`config.mk`:
```
export PLATFORM = sky130hd
export DESIGN_NAME = pll_reset_sequencer
export DESIGN_NICKNAME = d
export VERILOG_FILES = /design/src/rtl/pll_reset_sequencer.sv
export SDC_FILE = /design/constraint.sdc
export NUM_CORES = 1
export LEC_CHECK = 0
export CORE_MARGIN = 5
export CORE_UTILIZATION = 54
export CTS_BUF_LIST = sky130_fd_sc_hd__clkbuf_2 sky130_fd_sc_hd__clkbuf_4 sky130_fd_sc_hd__clkbuf_8
export DETAILED_ROUTE_END_ITERATION = 16
export HOLD_SLACK_MARGIN = 0.02
export PLACE_DENSITY = 0.84
export SLEW_MARGIN = 10
export SYNTH_ARGS = -nofsm -noshare
export SYNTH_HDL_FRONTEND = slang
export SYNTH_SLANG_ARGS = --single-unit
```
`constraint.sdc`:
```
create_clock -name clk -period 2.35 [get_ports clk]
set_clock_uncertainty 0.2 [all_clocks]
set_input_delay 0.705 -clock clk [delete_from_list [all_inputs] [get_ports clk]]
set_output_delay 0.705 -clock clk [all_outputs]
set_load 0.01 [all_outputs]
```
`src/rtl/pll_reset_sequencer.sv`:
```
// PLL power-up and lock-recovery sequencer: holds the PLL chain in reset, qualifies
// both lock indicators over a stability window and re-pulses reset on loss with bounded retries.
module pll_reset_sequencer #(
  parameter logic [23:0] INIT_DELAY    = 24'd2500000,
  parameter logic [15:0] RST_PULSE     = 16'd50,
  parameter logic [23:0] LOCK_TIMEOUT  = 24'd500000,
  parameter logic [15:0] STABLE_CYCLES = 16'd1024,
  parameter logic [3:0]  MAX_RETRY     = 4'd3
) (
  input  logic       clk,
  input  logic       rst_n,
  input  logic       locked0_in,
  input  logic       locked1_in,
  output logic       pll_areset,
  output logic       pll_ready,
  output logic       fault,
  output logic       lock_lost,
  output logic [3:0] retry_cnt,
  output logic [2:0] state
);

  typedef enum logic [2:0] {
    ST_INIT  = 3'd0,
    ST_PRST  = 3'd1,
    ST_WAIT  = 3'd2,
    ST_STAB  = 3'd3,
    ST_RUN   = 3'd4,
    ST_FAULT = 3'd5
  } state_e;

  localparam logic [23:0] INIT_LAST    = INIT_DELAY - 24'd1;
  localparam logic [23:0] PULSE_LAST   = {8'd0, RST_PULSE - 16'd1};
  localparam logic [23:0] TIMEOUT_LAST = LOCK_TIMEOUT - 24'd1;
  localparam logic [23:0] STABLE_LAST  = {8'd0, STABLE_CYCLES - 16'd1};

  state_e      state_q, state_d, fsm_next;
  logic [23:0] cnt_q;
  logic [1:0]  sync0_q, sync1_q;
  logic [3:0]  retry_q, retry_d;
  logic        areset_q, ready_q, fault_q, lost_q;
  logic        lk, retry_path, clr_retry, lost_d;

  assign lk = sync0_q[1] & sync1_q[1];

  // Per-state transition decision, before the retry path is resolved
  always_comb begin
    fsm_next   = state_q;
    retry_path = 1'b0;
    clr_retry  = 1'b0;
    lost_d     = 1'b0;
    case (state_q)
      ST_INIT: begin
        if (cnt_q == INIT_LAST) fsm_next = ST_WAIT;
        else                    fsm_next = ST_INIT;
      end
      ST_PRST: begin
        if (cnt_q == PULSE_LAST) fsm_next = ST_WAIT;
        else                     fsm_next = ST_PRST;
      end
      ST_WAIT: begin
        // lock wins over a timeout landing on the same cycle
        if (lk)                          fsm_next = ST_STAB;
        else if (cnt_q == TIMEOUT_LAST)  retry_path = 1'b1;
        else                             fsm_next = ST_WAIT;
      end
      ST_STAB: begin
        if (!lk) begin
          retry_path = 1'b1;
        end else if (cnt_q == STABLE_LAST) begin
          fsm_next  = ST_RUN;
          clr_retry = 1'b1;
        end else begin
          fsm_next = ST_STAB;
        end
      end
      ST_RUN: begin
        if (!lk) begin
          lost_d     = 1'b1;
          retry_path = 1'b1;
        end else begin
          fsm_next = ST_RUN;
        end
      end
      ST_FAULT: fsm_next = ST_FAULT;
      default:  fsm_next = ST_INIT;
    endcase
  end

  // Retry path: re-pulse the PLL reset or give up once the budget is spent
  always_comb begin
    state_d = fsm_next;
    retry_d = retry_q;
    if (retry_path && (retry_q >= MAX_RETRY)) begin
      state_d = ST_FAULT;
    end else if (retry_path) begin
      state_d = ST_PRST;
      retry_d = retry_q + 4'd1;
    end else if (clr_retry) begin
      retry_d = 4'd0;
    end else begin
      retry_d = retry_q;
    end
  end

  // Synchronizers, shared counter, FSM state and registered outputs
  always_ff @(posedge clk or negedge rst_n) begin
    if (!rst_n) begin
      sync0_q  <= 2'b00;
      sync1_q  <= 2'b00;
      state_q  <= ST_INIT;
      cnt_q    <= 24'd0;
      retry_q  <= 4'd0;
      areset_q <= 1'b1;
      ready_q  <= 1'b0;
      fault_q  <= 1'b0;
      lost_q   <= 1'b0;
    end else begin
      sync0_q  <= {sync0_q[0], locked0_in};
      sync1_q  <= {sync1_q[0], locked1_in};
      state_q  <= state_d;
      cnt_q    <= (state_d != state_q) ? 24'd0 : cnt_q + 24'd1;
      retry_q  <= retry_d;
      areset_q <= (state_d == ST_INIT) || (state_d == ST_PRST) || (state_d == ST_FAULT);
      ready_q  <= (state_d == ST_RUN);
      fault_q  <= fault_q | (state_d == ST_FAULT);
      lost_q   <= lost_d;
    end
  end

  assign pll_areset = areset_q;
  assign pll_ready  = ready_q;
  assign fault      = fault_q;
  assign lock_lost  = lost_q;
  assign retry_cnt  = retry_q;
  assign state      = state_q;

endmodule
```
## After elaboration in Yosys (flattened, before gate mapping)

Cells that the tools add are included.

- Register bits: 39
- Word-level logic and storage cells: 57

- Add/sub/neg operators: 2
- $lt $le $gt $ge: 1
- Eq/ne operators: 13
- Multiplexer cells: 21
- Bitwise logic cells: 3
- Reductions and logical operators: 8

Operator list:

| operator | number |
|---|---|
| $add 24x1->24 const B | 1 |
| $eq 24x10->1 const B | 1 |
| $eq 24x19->1 const B | 1 |
| $eq 24x22->1 const B | 1 |
| $eq 24x6->1 const B | 1 |
| $mux 24 | 1 |
| $mux 3 | 7 |
| $pmux 3 s6 | 1 |
| $eq 3x3->1 const B | 4 |
| $mux 4 | 2 |
| $mux 1 | 7 |
| $eq 3x1->1 const B | 2 |
| $eq 3x2->1 const B | 2 |
| $logic_not 3->1 | 2 |
| $add 4x1->4 const B | 1 |
| $ge 4x2->1 const B | 1 |
| $mux 2 | 2 |
| $ne 3x3->1 | 1 |
| $logic_or 1x1->1 | 2 |
| $pmux 1 s2 | 1 |
| $reduce_and 2->1 | 1 |
| $reduce_bool 2->1 | 1 |
| $reduce_or 2->1 | 1 |
| $and 1x1->1 | 1 |
| other kinds (3) | 3 |

## Logic depth before layout (Yosys ltp)

Gate-level depths: netlist of the first run.

- Depth after elaboration: 9
- Mapped depth: 9
- Depth with buffers taken out: 8

## Worst setup path after synthesis of the first run

No wires, ideal clock.

- Kind: reg-to-reg
- Start point: register cnt_q[11]
- End point: register cnt_q[10]
- Arrival time: 2.091 ns
- Data required time: 2.024 ns
- Path slack: -0.067 ns
- Stages on the path, launching flop included: 8
- Clock period less this slack: 2.417 ns
- Cell sequence: dfrtp_1 -> or4_4 -> nor4_4 -> a31oi_1 -> nand2b_4 -> a32oi_4 -> buf_6 -> nor3_2

- Cells in the longest elaborated chain, start to end: 8
- Elaborated cells between the ends (all ways): 19

Ends and longest elaborated chain:

| what | line | RTL |
|---|---|---|
| start: declaration | 37 | `logic [23:0] cnt_q;` |
| start signal: assignment | 121 | `cnt_q <= (state_d != state_q) ? 24'd0 : cnt_q + 24'd1;` |
| $eq 24x10->1 or $eq 24x19->1 (tied branches) | 69, 63 |  |
| $mux 3, or another cell as far along | 69 | `end else if (cnt_q == STABLE_LAST) begin` |
| $mux 3, or another cell as far along | 67 | `if (!lk) begin` |
| $pmux 3 s6 or $pmux 1 s2 (tied branches) | 51 | `case (state_q)` |
| $mux 3 or $logic_and 1x1->1 (tied branches) | 95, 93 |  |
| $mux 3 * | 93 | `if (retry_path && (retry_q >= MAX_RETRY)) begin` |
| $ne 3x3->1 * | 121 |  |
| $mux 24 * | 121 |  |

Mark *: on every way between the ends. The rest lies on a longest branch, timed or not.
A chain may end at the register's enable or synchronous reset.

## Final worst setup path of the first run

- Start point: register cnt_q[9]
- End point: register cnt_q[17]

- Cells in the longest elaborated chain, start to end: 8
- Elaborated cells between the ends (all ways): 20

Ends and longest elaborated chain:

| what | line |
|---|---|
| $eq 24x10->1 or $eq 24x19->1 (tied branches) | 69, 63 |
| $mux 3, or another cell as far along | 69 |
| $mux 3, or another cell as far along | 67 |
| $pmux 3 s6 or $pmux 1 s2 (tied branches) | 51 |
| $mux 3 or $logic_and 1x1->1 (tied branches) | 95, 93 |
| $mux 3 | 93 |
| $ne 3x3->1 | 121 |
| $mux 24 * | 121 |

Marks and branches as above.

==> impl_metrics.py, run 1 <==
metrics = {
    "yosys": {
        "synth_area_um2": 2107,
        "synthCells": 205,
        "yosysWarnings": 0,
        "async_reset_ff_frac": 1.000,
        "synth_edf_count": 0,
        "synth_cell_type_count": 43,
        "yosysSeqAreaShare": 0.4638,
        "syn_area_per_cell_um2": 10.28,
        "synthFlopType": "dfrtp_1",
        "synth_nets": 212,
        "synth-seq-cells": 39,
    },
    "route": {
        "wl_per_cell_um": 16.57,
        "drt-initial-drc-count": 107,
        "via_per_inst": 5.733,
        "drc": 0,
        "antenna_left": 0,
        "wl_um": 4906,
        "vias": 1697,
        "dr.pass1.iters": 4,
    },
    "grt": {
        "grt_max_degree": 28,
        "grt-ovfl-total": 0,
        "antenna_found_initial": 0,
        "grt_pass1_wl_um": 8342,
        "grt_use_total": 0.2092,
        "grt_pass1_vias": 1708,
    },
    "die": {
        "dieArea_um2": 5251,
        "core_area_um2": 3716,
        "die_width_um": 72.47,
        "ios": 15,
        "chipHeight_um": 72.47,
        "num_rows": 22,
        "initial_utilization": 0.5670,
    },
    "outcome": {
        "violations": "negative setup slack",
        "outcome": "complete, but fails checks",
    },
    "power_and_ir_drop": {
        "p_leak_nw": 1.168,
        "p_per_area_nw_per_um2": 520.8,
        "vdd_drop_max_uv": 391.6,
    },
    "timing": {
        "setup_viol": 24,
        "layout_min_cycle_time_ps": 2462,
        "post-route-period-util": 1.048,
        "relSlewSlack": 0.6094,
        "fmax_mhz": 406.2,
        "setup_slack_ps": -111.9,
        "rsz0062_at_grt": "true",
        "timing.hold.ws_ps": 150.3,
        "hold_viol": 0,
        "slew_violations": 0,
        "tightest_slew_ps": 585.9,
    },
    "min_path": {
        "hold_class": "reg2reg",
        "hold_depth": 0,
        "holdPathEnd": "sync1_q[1]",
        "hold_path_startpoint": "sync1_q[0]",
    },
    "cells_and_area": {
        "final_cells": 296,
        "antennaDiodeCount": 0,
        "nNetsFinal": 254,
        "syn2layout_area_growth_pct": 25.95,
        "drive_gt1_frac": 0.2863,
        "final_cell_mix": "dfrtp_1, buf_4, nand2_1",
        "layout_commonest_cell": "dfrtp_1",
        "fill_cells": 263,
    },
    "setup_path": {
        "required_ps": 2330,
        "r2r-start": "cnt_q[9]",
        "worst_r2r_endpoint": "cnt_q[17]",
        "startpoint_type": "flop",
        "reg2regPathDepth": 7,
        "crit_type": "reg2reg",
        "crit_fanout": 14,
        "regToRegSetupSlack_ps": -110,
        "worst_setup_path_end_kind": "flop",
        "cp.arrival_ps": 2450,
    },
    "clock_tree": {
        "clk_latency_ps": 300,
        "cts_root_buf": "clkbuf_8",
        "clkSinkCount": 39,
        "cts_tree": "done",
        "clk_path_buf_depth": 2,
        "numCtsBuffers": 5,
        "htreeDepth": 2,
        "clk_pin_slew_ps": 70,
        "cts_hold_buffers": 0,
    },
    "placement": {
        "dp_cells": 288,
        "port_buffers": 14,
        "place_congestion": 0.8419,
        "dpl.hpwl_um": 3585,
    },
    "job": {
        "maxCapViolations": 0,
    },
}
repair_timing:
action                     CTS  global route
buffers inserted             0             0
setup endpoints to repair   24            27
resized for setup            0             5
critical path: stages (launching register included):
cell,delay [ps]
dfrtp_1,400
or4b_4,560
nor4_4,330
a31oi_2,160
nand2b_4,170
a32oi_4,260
buf_12,210
nor3_2,60
power by group:
group	switching (W)	total (W)	internal, W
Sequential	0.00000452	0.000685	0.000680
Combinational	0.0000755	0.000130	0.0000546
Clock	0.000224	0.000567	0.000343
Total	0.000304	0.00138	0.00108
worst max path at each step:
stage / start / end / cells past startpoint
final: cnt_q[9] / cnt_q[17] / 7
after detailed placement: cnt_q[9] / cnt_q[10] / 7
after global placement: cnt_q[9] / cnt_q[18] / 7
after global routing: cnt_q[9] / cnt_q[17] / 7
after CTS: cnt_q[9] / cnt_q[10] / 7
after floorplan: cnt_q[6] / cnt_q[10] / 7
stage by stage:
| step | worst slack (ps) | cell area [um^2] | TNS [ps] | power, W | util |
|---|---|---|---|---|---|
| 6_report | -111.9 | 2654 | -2120 | 0.001382 | 0.7141 |
| 5_1_grt | -182.9 | 2654 | -3683 | 0.001437 | 0.7141 |
| 4_1_cts | -65.23 | 2633 | -1025 | 0.001394 | 0.7084 |
| 3_5_place_dp | -51.28 | 2515 | -666.3 | 0.0008255 | 0.6768 |
| 3_3_place_gp | 16.43 | 2515 | 0 | 0.0008212 | 0.6768 |
| 2_1_floorplan | -8.764 | 2111 | -72.14 | 0.0007593 | - |
registers in the layout, summed over array words and instances, names as in the netlist:
name,count
cnt_q,24
fault,1
lock_lost,1
pll_areset,1
pll_ready,1
retry_cnt,4
state,3
sync0_q,2
sync1_q,2
layer usage:
metal / share of wire / routed length (um) / global-route usage
met1: 0.43 / 2089 / 0.2646
met3: 0.055 / 272 / 0.05540
met5: 0 / 0 / 0
met4: 0.031 / 150 / 0.09426
met2: 0.49 / 2393 / 0.3357
cell usage after synthesis, drive strengths merged (3+ instances only):
library cell / count / area share
nand4: 8 / 0.024
xnor2: 10 / 0.042
nand2: 17 / 0.030
buf: 4 / 0.017
o21ai: 3 / 0.0071
clkbuf: 5 / 0.0089
ha: 3 / 0.018
dfrtp: 38 / 0.45
nand3b: 3 / 0.011
nand3: 9 / 0.021
and4: 5 / 0.021
nor2: 27 / 0.061
nor4: 5 / 0.022
and2: 3 / 0.0089
nor2b: 4 / 0.012
xor2: 11 / 0.046
and3: 7 / 0.021
nor3: 16 / 0.062
or3: 3 / 0.0089
logic make-up after synthesis:
kind of cell | synth area share
flops | 0.4638
simple gates | 0.3409
xor+xnor | 0.08729
buf+inv | 0.02910
compound gates | 0.06116
fa+ha+maj | 0.01782
cell type report:
type / count / area [um^2] / area share
clock buffer: 6 / 82.58 / 0.03112
clock inverter: 2 / 35.03 / 0.01320
inverter: 2 / 7.507 / 0.002829
multi-input combinational: 155 / 1090 / 0.4107
sequential: 39 / 978.4 / 0.3687
tap: 48 / 60.06 / 0.02263
timing repair buffer: 44 / 400.4 / 0.1509
No activity file was read; power rests on OpenSTA's default activity.
==> run 2, diff against run 1 <==
Settings changed: HOLD_SLACK_MARGIN 0.02 to 0.05.
==> results of run 2 <==
No change in the layout: final DEF, timing and power equal those of run 1.
==> run 3, diff against run 2 <==
Settings changed: CELL_PAD_IN_SITES_DETAIL_PLACEMENT from default to 2, CELL_PAD_IN_SITES_GLOBAL_PLACEMENT from default to 2, CORE_UTILIZATION 54 to 36, PLACE_DENSITY 0.84 to 0.85.
==> run 3 against run 2 <==
  * The run still ends with negative setup slack left
  * Final area up 5.6%
  * Largest cell class unchanged
  * Via count up 10%
  * Utilization down 21 points
  * Fmax down 3.3%
  * Flip-flop and latch count unchanged
  * Final cell count up 11%
==> impl_metrics.py, run 3 (synthesis gave the netlist of run 1 again) <==
metrics = {
    "cells_and_area": {
        "antennaDiodeCount": 0,
        "final_cell_mix": "dfrtp_1, buf_4, nand2_1",
        "area.sequential_um2": 977.2,
        "syn2layout_area_growth_pct": 32.96,
        "final_cells": 330,
        "top_register": "cnt_q",
        "stdcell_area_um2": 2801,
        "layout_commonest_cell": "dfrtp_1",
        "largest_register_ffs": 24,
        "utilization": 0.4996,
        "drive_gt1_frac": 0.3256,
        "fill_cells": 604,
        "multi_input_area_um2": 1116,
        "nNetsFinal": 264,
    },
    "setup_path": {
        "crit_fanout": 7,
        "timing.critical_path.cells": "or4b_4, nor4_4, a31oi_2, nand2b_4, a32oi_4, buf_4, clkbuf_16, nor2_2",
        "required_ps": 2330,
        "cp.arrival_ps": 2530,
        "r2r-start": "cnt_q[9]",
        "max_stage_delay_ps": 560,
        "reg2regPathDepth": 8,
        "cp_slowest_cell": "or4b_4",
        "worst_setup_path_end_kind": "flop",
        "worst_r2r_endpoint": "cnt_q[20]",
        "startpoint_type": "flop",
        "crit_type": "reg2reg",
        "regToRegSetupSlack_ps": -190,
    },
    "timing": {
        "tightest_slew_ps": 469.8,
        "rsz0062_at_grt": "true",
        "post-route-period-util": 1.083,
        "layout_min_cycle_time_ps": 2545,
        "relSlewSlack": 0.6868,
        "setup_slack_ps": -194.7,
        "hold_viol": 0,
        "fmax_mhz": 393.0,
        "slew_violations": 0,
        "setup_tns_ps": -4197,
        "setup_viol": 26,
    },
    "placement": {
        "dpl.hpwl_um": 4979,
        "place_congestion": 0.8138,
        "port_buffers": 14,
        "dp_slack_ps": -165.6,
        "dp_cells": 314,
        "dpl_cell_area_um2": 2560,
    },
    "power_and_ir_drop": {
        "vdd_drop_max_uv": 299.2,
        "p_leak_nw": 1.229,
        "p_per_area_nw_per_um2": 509.5,
    },
    "grt": {
        "grt_use_total": 0.2062,
        "grt_max_degree": 23,
        "grt_pass1_wl_um": 11580,
        "antenna_found_initial": 0,
        "grt-ovfl-total": 0,
        "grt_pass1_vias": 2111,
    },
    "clock_tree": {
        "cts_tree": "done",
        "cts_root_buf": "clkbuf_8",
        "clk_pin_slew_ps": 90,
        "clkSinkCount": 39,
        "clk_latency_ps": 300,
        "cts_hold_buffers": 0,
        "clk_path_buf_depth": 2,
        "htreeDepth": 2,
        "numCtsBuffers": 5,
    },
    "die": {
        "chipHeight_um": 86.51,
        "ios": 15,
        "die_width_um": 86.51,
        "dieArea_um2": 7483,
        "core_area_um2": 5608,
        "initial_utilization": 0.3757,
        "num_rows": 27,
    },
    "route": {
        "vias": 1875,
        "via_per_inst": 5.682,
        "drc": 0,
        "antenna_left": 0,
        "wl_per_cell_um": 24.13,
        "drt-initial-drc-count": 64,
        "wl_um": 7964,
        "dr.pass1.iters": 4,
    },
    "outcome": {
        "violations": "negative setup slack",
        "outcome": "complete, but fails checks",
    },
    "min_path": {
        "hold_class": "in2async",
    },
    "job": {
        "maxCapViolations": 0,
    },
}
-- run 3: cell type report --
cell class,count,area share
Multi-Input combinational cell,155,0.3984
Sequential cell,39,0.3488
Timing Repair Buffer,54,0.1760
Tap cell,72,0.03216
Clock buffer,6,0.02948
Clock inverter,2,0.01251
Inverter,2,0.002680
-- run 3: metal layers --
layer	track usage	routed length (um)	vias to the layer above
met1	0.2314	3273	984
met4	0.08499	257	0
met3	0.03327	201	21
met2	0.3832	4231	39
li1	-	-	831
met5	0	0	-
-- run 3: worst max-delay path by stage --
stage,startpoint,to,slack [ps],cells past startpoint
after floorplan,cnt_q[6],cnt_q[10],-9,7
after global placement,cnt_q[9],cnt_q[21],-50,7
after detailed placement,cnt_q[9],cnt_q[5],-170,8
after CTS,cnt_q[9],cnt_q[10],-140,7
after global routing,cnt_q[9],cnt_q[20],-250,8
final,cnt_q[9],cnt_q[20],-190,8
-- run 3: report_power, final --
part	leakage [nW]	internal (W)	switching, W
Clock	0.0612	0.000344	0.000251
Combinational	0.653	0.0000573	0.0000913
Sequential	0.515	0.000680	0.00000460
-- run 3: critical path, delay by kind of cell (launching register included) --
kind,cells,cell delay (ps)
AND/OR/NAND/NOR,4,1160
flip-flops,1,400
AO/OA/AOI/OAI,2,360
buffers and inverters,2,310
-- run 3: stage by stage --
stage	total power, W	hold WS, ps
6_report	0.001427	145.7
5_1_grt	0.001481	167.7
4_1_cts	0.001420	156.2
3_5_place_dp	0.0008293	137.8
3_3_place_gp	0.0008208	134.4
2_1_floorplan	0.0007593	131.2
-- run 3: repair_timing --
item	CTS	global route
setup endpoints to repair	25	27
setup buffers	1	6
cloned	0	1
gates resized for setup	3	8
pin swaps	0	4
